### src/rtl/router_output_allocator.sv
// Per-output-port switch allocator: round-robin arbitration among input
// buffers, wormhole locking from head to tail flit, and downstream credit
// tracking so flits only leave when the neighbour has room.
module router_output_allocator #(
  parameter int unsigned NUM_INPUTS        = 5,
  parameter int unsigned FLIT_BUFFER_DEPTH = 8,
  parameter int unsigned IDX_W             = $clog2(NUM_INPUTS),
  parameter int unsigned CNT_W             = $clog2(FLIT_BUFFER_DEPTH + 1)
) (
  input  logic                  clk_noc,
  input  logic                  rst_noc,
  input  logic [NUM_INPUTS-1:0] req,
  input  logic [NUM_INPUTS-1:0] is_tail,
  input  logic [NUM_INPUTS-1:0] turn_disable,
  input  logic                  credit_in,
  output logic [NUM_INPUTS-1:0] grant,
  output logic                  send_out,
  output logic [IDX_W-1:0]      send_idx,
  output logic [CNT_W-1:0]      credit_count,
  output logic                  locked,
  output logic                  credit_err
);

  typedef enum logic [0:0] {StIdle, StLocked} state_e;

  localparam logic [CNT_W-1:0] FullCredits = CNT_W'(FLIT_BUFFER_DEPTH);
  localparam logic [IDX_W-1:0] LastIdx     = IDX_W'(NUM_INPUTS - 1);

  state_e                  state_q, state_d;
  logic [IDX_W-1:0]        rr_ptr_q, rr_ptr_d;
  logic [IDX_W-1:0]        owner_q, owner_d;
  logic [CNT_W-1:0]        credit_q, credit_d;
  logic                    send_out_q, send_out_d;
  logic [IDX_W-1:0]        send_idx_q, send_idx_d;
  logic                    credit_err_q, credit_err_d;

  logic [NUM_INPUTS-1:0]   eligible;
  logic [NUM_INPUTS-1:0]   gnt;
  logic [IDX_W-1:0]        gnt_idx;
  logic                    gnt_any;
  logic                    found;
  int unsigned             cand;

  assign eligible = req & ~turn_disable;

  // Arbitration: owner-only while locked, round-robin from rr_ptr when idle.
  always_comb begin
    gnt     = '0;
    gnt_idx = '0;
    found   = 1'b0;
    cand    = 0;
    // Grants are suppressed during reset and whenever the neighbour is full.
    if (!rst_noc && (credit_q != '0)) begin
      if (state_q == StLocked) begin
        if (req[owner_q]) begin
          gnt[owner_q] = 1'b1;
          gnt_idx      = owner_q;
        end
      end else begin
        for (int unsigned off = 0; off < NUM_INPUTS; off++) begin
          cand = (32'(rr_ptr_q) + off) % NUM_INPUTS;
          if (!found && eligible[cand]) begin
            found     = 1'b1;
            gnt[cand] = 1'b1;
            gnt_idx   = IDX_W'(cand);
          end
        end
      end
    end
  end

  assign gnt_any = |gnt;

  // Next-state: lock tracking, pointer rotation, credits and send register.
  always_comb begin
    state_d      = state_q;
    rr_ptr_d     = rr_ptr_q;
    owner_d      = owner_q;
    credit_d     = credit_q;
    credit_err_d = credit_err_q;
    send_out_d   = gnt_any;
    send_idx_d   = gnt_any ? gnt_idx : send_idx_q;

    if (gnt_any) begin
      if (state_q == StIdle) begin
        rr_ptr_d = (gnt_idx == LastIdx) ? '0 : gnt_idx + 1'b1;
        // A head flit that is not also a tail claims the port.
        if (!is_tail[gnt_idx]) begin
          state_d = StLocked;
          owner_d = gnt_idx;
        end
      end else if (is_tail[owner_q]) begin
        state_d = StIdle;
      end
    end

    unique case ({gnt_any, credit_in})
      2'b10: credit_d = credit_q - 1'b1;
      2'b01: begin
        // A return with the counter already full means upstream bookkeeping broke.
        if (credit_q == FullCredits) begin
          credit_err_d = 1'b1;
        end else begin
          credit_d = credit_q + 1'b1;
        end
      end
      default: credit_d = credit_q;
    endcase
  end

  // State registers with asynchronous active-high reset.
  always_ff @(posedge clk_noc or posedge rst_noc) begin
    if (rst_noc) begin
      state_q      <= StIdle;
      rr_ptr_q     <= '0;
      owner_q      <= '0;
      credit_q     <= FullCredits;
      send_out_q   <= 1'b0;
      send_idx_q   <= '0;
      credit_err_q <= 1'b0;
    end else begin
      state_q      <= state_d;
      rr_ptr_q     <= rr_ptr_d;
      owner_q      <= owner_d;
      credit_q     <= credit_d;
      send_out_q   <= send_out_d;
      send_idx_q   <= send_idx_d;
      credit_err_q <= credit_err_d;
    end
  end

  assign grant        = gnt;
  assign send_out     = send_out_q;
  assign send_idx     = send_idx_q;
  assign credit_count = credit_q;
  assign locked       = (state_q == StLocked);
  assign credit_err   = credit_err_q;

endmodule

### config.mk
export PLATFORM = sky130hd
export DESIGN_NAME = router_output_allocator
export DESIGN_NICKNAME = d
export VERILOG_FILES = /design/src/rtl/router_output_allocator.sv
export SDC_FILE = /design/constraint.sdc
export NUM_CORES = 1
export LEC_CHECK = 0
export CORE_MARGIN = 3
export CORE_UTILIZATION = 55
export CTS_CLUSTER_DIAMETER = 200
export CTS_CLUSTER_SIZE = 10
export DETAILED_ROUTE_END_ITERATION = 8
export GPL_TIMING_DRIVEN = 0
export PLACE_DENSITY = 0.8
export SYNTH_ARGS = -nofsm -noshare
export SYNTH_HDL_FRONTEND = slang
export SYNTH_SLANG_ARGS = --single-unit
### constraint.sdc
create_clock -name clk_noc -period 8.1 [get_ports clk_noc]
set_clock_uncertainty 0.1 [all_clocks]
set_input_delay 2.43 -clock clk_noc [delete_from_list [all_inputs] [get_ports clk_noc]]
set_output_delay 2.43 -clock clk_noc [all_outputs]
set_load 0.01 [all_outputs]
==> impl_results.md <==
* TritonCTS clock tree: yes
* # hold bufs at CTS at 0
* Largest net degree at the start of global routing at 18
* Initial antenna violation count at 0
* Core box area at 6530 um2
* Post-detail-place hpwl at 9.67 mm
* Critical path arrival at 5.56 ns
* Post-synth top area share at 10.2%
* CP startpoint kind: primary input
* Die width at 89.3 um
* Endpoints failing setup at 0
* #FFs+latches synth at 16
* First-pass GRT wire length at 20.2 mm
* Worst flop-to-flop path startpoint: rr_ptr_q[2]
* Fraction of layout cells with a size suffix above 1 at 20.9%
* Netlist cell types at 83
* Period utilisation layout at 99.9%
* Post-route DRC at 0
* Vias in the first global route at 4219
* Syn_nets at 567
* Dpl cell area at 4240 um2
* 1st-iter DRT viols at 511
* Synth Area in Simple Gates at 26.9%
* Ys flop type: dfrtp_1
* Wire per inst at 20.2 um
* Worst Hold Path EP: credit_err
* Adder-Cell Fraction of Synth Area at 10.7%
* Area of the mapped netlist at 3820 um2
* Setup crit end kind: output pin
* EDFF count, synth at 0
* Input/output buffers at 32
* CTS Buffer Depth at 2
* Post-route ant nets at 0
* R2r setup slk at 0.97 ns
* Global route overflow at 0
* Worst hold-check path type: reg2reg
* CP Cell Sequence: clkdlybuf4s50_1, nor2b_2, nand3_1, mux2_2, o211ai_1, o2bb2ai_2, a2111o_1, a2111oi_4, and3_1, or4_4, buf_6, dlygate4sd2_1
* # clock sinks at 16
* Crit Path Class: in2out
* CP max stage cell: clkdlybuf4s50_1
* Worst-path clk slew at 0.06 ns
* Die Span Y at 89.3 um
* H-tree levels at 1
* Initial Utilization at 58.5%
* WHS Path Cells at 1
* Clk root buf: clkbuf_8
* Worst-margin pin slew at 0.857 ns
* Gpl congestion at 0.995
* Fin area at 4770 um2
* Row count at 29
* Vias/cell at 6.82
* Syn Area/Cell at 7.39 um2
* Outcome: finished clean
* Io pins at 33
* Syn. warnings at 0
* Mux cell area share after synthesis at 8.52%
* CTS Buf Count at 3
* Mapped Cells at 517
* Max_cap viols at 0
* Tmin final at 8.09 ns
* Fill cells at 518
* Final max-slew violation count at 0
* Req. time, crit path at 5.57 ns
* Nets@finish at 624
* DRT Wirelength at 13.1 mm
* Antenna diodes at 0
* Area leader, netlist: ha_1
* Crit-path max FO at 5
* Post-synthesis compound-gate area fraction at 33.2%
* Cells on worst reg2reg path at 28
* CP peak stage delay at 0.53 ns
* Sequential area share after synthesis at 10.5%
* Hold_sp: credit_err
* DRT Pass-1 Iters at 5
* Overall Global Routing Usage at 31.6%
* DR vias at 4430
* Clock Latency Late Sink at 0.24 ns
* Max Freq at 0.124 GHz
* Synth Area in XOR/XNOR at 3.60%
* Reg-to-Reg End: credit_count[3]
* Largest family of logic cells by synthesized area: compound AO/OA/AOI/OAI gates
* Fin. Hold Viols at 0
* Largest cells by area after synthesis: ha_1 10%, dfrtp_1 9.8%, mux2i_1 5.8%
* Post-synth ARST share at 100%
* Layout area overhead at 24.8%
* Relative slew slack at 42.8%
* Die area at 7980 um2
-- flip-flops by register name (all words and copies together), names as in the netlist --
signal	cells
credit_count	4
owner_q	3
rr_ptr_q	3
send_idx	3
credit_err	1
locked	1
send_out	1
-- timing repair --
| action | 4_1_cts | 5_1_grt |
|---|---|---|
| pin swaps | 6 | 13 |
| setup endpoints to repair | 9 | 5 |
| endpoints found under the hold margin | 0 | 0 |
| setup buffers | 9 | 13 |
| resized for setup | 52 | 28 |
-- per-layer routing --
layer | vias to the layer above | global-route usage (%) | share of wire [%]
met5 | - | 0 | 0
met4 | 0 | 9.88 | 3.7
met3 | 42 | 3.04 | 6.5
met2 | 208 | 56.5 | 48
met1 | 2108 | 39.8 | 42
li1 | 2072 | - | -
-- worst max-delay path, delay by kind of cell --
kind / cells / cell delay (ns)
and+or+nand+nor: 4 / 1.15
buffers and inverters: 3 / 0.96
AOI/OAI and AO/OA: 4 / 0.72
muxes: 1 / 0.30
-- metrics by stage --
stage          utilization [%]  TNS (ns)  setup slack [ns]  hold WS, ns  cells
2_1_floorplan                -         0            0.0489        0.413    517
3_3_place_gp              64.9     -8.29             -1.65        0.359    626
3_5_place_dp              64.9     -8.59             -1.68        0.361    626
4_1_cts                   69.8         0            0.0186        0.385    637
5_1_grt                   73.0    -0.481            -0.154        0.427    650
6_report                  73.0         0           0.00667        0.384    650
-- cell families (layout without fill, tap and decap cells) --
group,Yosys count,in the layout
buffers and inverters,56,112
AOI/OAI and AO/OA,170,170
adders and majority gates,32,32
xor gates and xnor gates,14,14
DFF,16,16
muxes,30,30
and+or+nand+nor,199,199
-- cell type report --
type	count	area (um2)	share of cell area, %
Tap cell	77	96.3	2.02
Buffer	24	186	3.91
Clock buffer	4	55.1	1.15
Inverter	30	123	2.57
Multi-Input combinational cell	445	3420	71.7
Timing Repair Buffer	54	483	10.1
Sequential cell	16	405	8.50
-- worst max-delay path by stage --
| stage | start | endpoint | slack (ns) | depth (start not counted) |
|---|---|---|---|---|
| 5_1_grt | rr_ptr_q[2] | grant[2] | -0.15 | 21 |
| 3_5_place_dp | rr_ptr_q[0] | grant[0] | -1.68 | 26 |
| 3_3_place_gp | rr_ptr_q[0] | grant[0] | -1.65 | 26 |
| 4_1_cts | rr_ptr_q[0] | grant[2] | 0.02 | 26 |
| 2_1_floorplan | rr_ptr_q[0] | grant[2] | 0.05 | 26 |
| 6_report | req[1] | grant[2] | 0.007 | 12 |
-- layout by cell type, fill, tap and decap left out, types with 5 or more instances in the layout --
cell type        synthesis  routed
nor2_1                  42      40
and2_1                   5       5
nor4_1                   5       5
nand3_1                 17      15
buf_4                    2      26
a211oi_1                 9       7
ha_1                    31      25
clkdlybuf4s50_1          0      29
a31oi_1                 10      10
a21o_1                   9       9
or3_1                    8       7
o31ai_1                  6       5
nand2_1                 47      47
dfrtp_1                 15      12
o211ai_1                 7       7
or2_2                    6       6
nand4_1                  8       8
mux2_2                   6       6
nand2b_1                10       6
mux2i_1                 22      21
and3_1                   5       5
a211o_1                  5       5
xnor2_1                 10      10
o21ai_0                 30      28
a21oi_1                 23      21
a31o_2                   5       5
buf_6                    3       6
nor3_1                  18      16
nor2b_1                  8       6
ha_4                     0       5
clkbuf_1                10       7
inv_1                   26      24
-- Yosys cell counts (all sizes together) (6+ instances only) --
cell	number
dfrtp	15
nand3	17
a211oi	9
buf	16
o211ai	7
nor2	42
nor2b	8
xnor2	11
nand2b	10
nand4	8
ha	31
o21ai	31
o31ai	6
nor3	18
mux2	7
or3	8
a21o	9
or2	7
nand2	48
inv	28
clkbuf	10
a31oi	10
mux2i	23
nor4	6
a21oi	27
Power is left out: the tool's default activity adds up to more than one toggle a clock period on the data nets, which glitch-free logic cannot reach.
==> RTL change, RTL diff (config.mk and constraints unchanged) <==
Set the parameter `FLIT_BUFFER_DEPTH` to 4 (it was 8).
--- a/src/rtl/router_output_allocator.sv
+++ b/src/rtl/router_output_allocator.sv
@@ -4,5 +4,5 @@
 module router_output_allocator #(
   parameter int unsigned NUM_INPUTS        = 5,
-  parameter int unsigned FLIT_BUFFER_DEPTH = 8,
+  parameter int unsigned FLIT_BUFFER_DEPTH = 4,
   parameter int unsigned IDX_W             = $clog2(NUM_INPUTS),
   parameter int unsigned CNT_W             = $clog2(FLIT_BUFFER_DEPTH + 1)
Interface: changed (resized credit_count); port bits go from 33 to 32. No check against the original RTL was run, so the function may have changed too.
==> RTL change against the unedited design <==
Cell area shrank 1.9%. Setup slack gained 0.044 ns. Utilization shrank 0.59 points. Sequential cell count shrank 1. Wire length grew 1.0%. Sequential share of layout area shrank 0.40 points. Final cell count shrank 2.5%. Synthesized area shrank 2.4%. Critical endpoint unchanged. Largest cell class unchanged. Highest routed layer unchanged.
Power is left out: the tool's default activity adds up to more than one toggle a clock period on the data nets, which glitch-free logic cannot reach.
==> RTL change: results (changes against the unedited design) <==
CTS-repair resized insts=64 (+23%); met1 wire length=5759 um (+5.5%); detailed-route via count=4,513 (+1.9%); post-synthesis cell type count=97 (+17%); synth cell count leaders=40 x nand2_1, 29 x ha_1, 27 x nor2_1; Port Buffer Count=31 (-3.1%); GR Util met2=50.51% (-6.0 points); Met3 Wirelength=1311 um (+54%); largest cells by area after synthesis=ha_1 9.7%, dfrtp_1 9.4%, nand2_1 4.0%; flop2flop setup slack=1.12 ns (+0.15 ns); worst r2r src=rr_ptr_q[0]$_DFFE_PP0P_; Met2 Routed Length=5778 um (-8.5%); worst hold margin=0.3827 ns (-0.0009250 ns); HPWL after DPL=9761 um (+0.94%); setup bufs post-CTS=13 (+4); CP max FO=10 (+5); status=completed; drt first pass iters=5 (unchanged); Synthesized Nets=548 (-3.4%); vias in the first global route=3,966 (-6.0%); met1 usage=49.04% (+9.2 points); placed cell area=4135 um^2 (-2.4%); 1st-iter DRT viols=500 (-2.2%); R2R depth=34 (+21%); first-pass GRT wire length=20,380 um (+0.75%); worst reg2reg endpoint=credit_count[2]$_DFFE_PP1P_; register area share after synthesis=10.10% (-0.41 points); routed len/inst=20.90 um (+3.6%); Vias per Instance=7.118 (+4.4%); EDFF count, synth=0 (unchanged); M3 GR Usage=3.631% (+0.59 points); hold path startpoint=send_idx[1]$_DFFE_PP0P_; worst-skew pair later-pin latency=0.26 ns (+0.02 ns); Min-Delay Endpoint=send_idx[1]$_DFFE_PP0P_; Cells after Synth=500 (-3.3%); layout net count=606 (-2.9%); Global Route Usage Sum=33.03% (+1.4 points)
[RTL change: stage by stage]
stage / TNS (ns) / worst slack [ns]
2_1_floorplan: 0 / 0.01290
3_3_place_gp: -8.793 / -1.775
3_5_place_dp: -9.686 / -1.877
4_1_cts: 0 / 0.02362
5_1_grt: -0.005719 / -0.005719
6_report: 0 / 0.05111
[RTL change: area by class of cell]
class                           count  area (um^2)
Sequential cell                    15        379.1
Clock buffer                        3        41.29
Multi-Input combinational cell    428         3382
Buffer                             25        158.9
Timing Repair Buffer               56        499.2
Fill cell                         498         1783
Tap cell                           77        96.34
Clock inverter                      1        7.507
Inverter                           29        111.4
[RTL change: how the worst max path moves through the flow]
stage / endpoint / from / cells after the start
final: grant[2] / turn_disable[4] / 10
after global routing: grant[2] / rr_ptr_q[2]$_DFFE_PP0P_ / 17
after CTS: grant[2] / rr_ptr_q[0]$_DFFE_PP0P_ / 25
after detailed placement: grant[1] / rr_ptr_q[0]$_DFFE_PP0P_ / 25
after global placement: grant[2] / rr_ptr_q[0]$_DFFE_PP0P_ / 25
after floorplan: grant[2] / rr_ptr_q[0]$_DFFE_PP0P_ / 24
[RTL change: worst max-delay path, cell delays in order]
cell and delay, ns:
clkdlybuf4s50_1 0.56, nand2b_4 0.22, o32a_1 0.15, a31oi_1 0.09, a22oi_2 0.37, mux2i_2 0.27, or4_4 0.59, or4_4 0.47
a31oi_4 0.23, buf_6 0.13
[RTL change: logic make-up after synthesis]
kind of cell             Yosys count  synth area share [%]
flip-flops                        15                 10.10
multiplexers                      24                 7.452
AND/OR/NAND/NOR                  195                 29.27
adder cells (fa/ha/maj)           30                 10.27
XOR/XNOR                          11                 2.988
buffers and inverters             57                 6.545
AO/OA/AOI/OAI                    168                 33.37
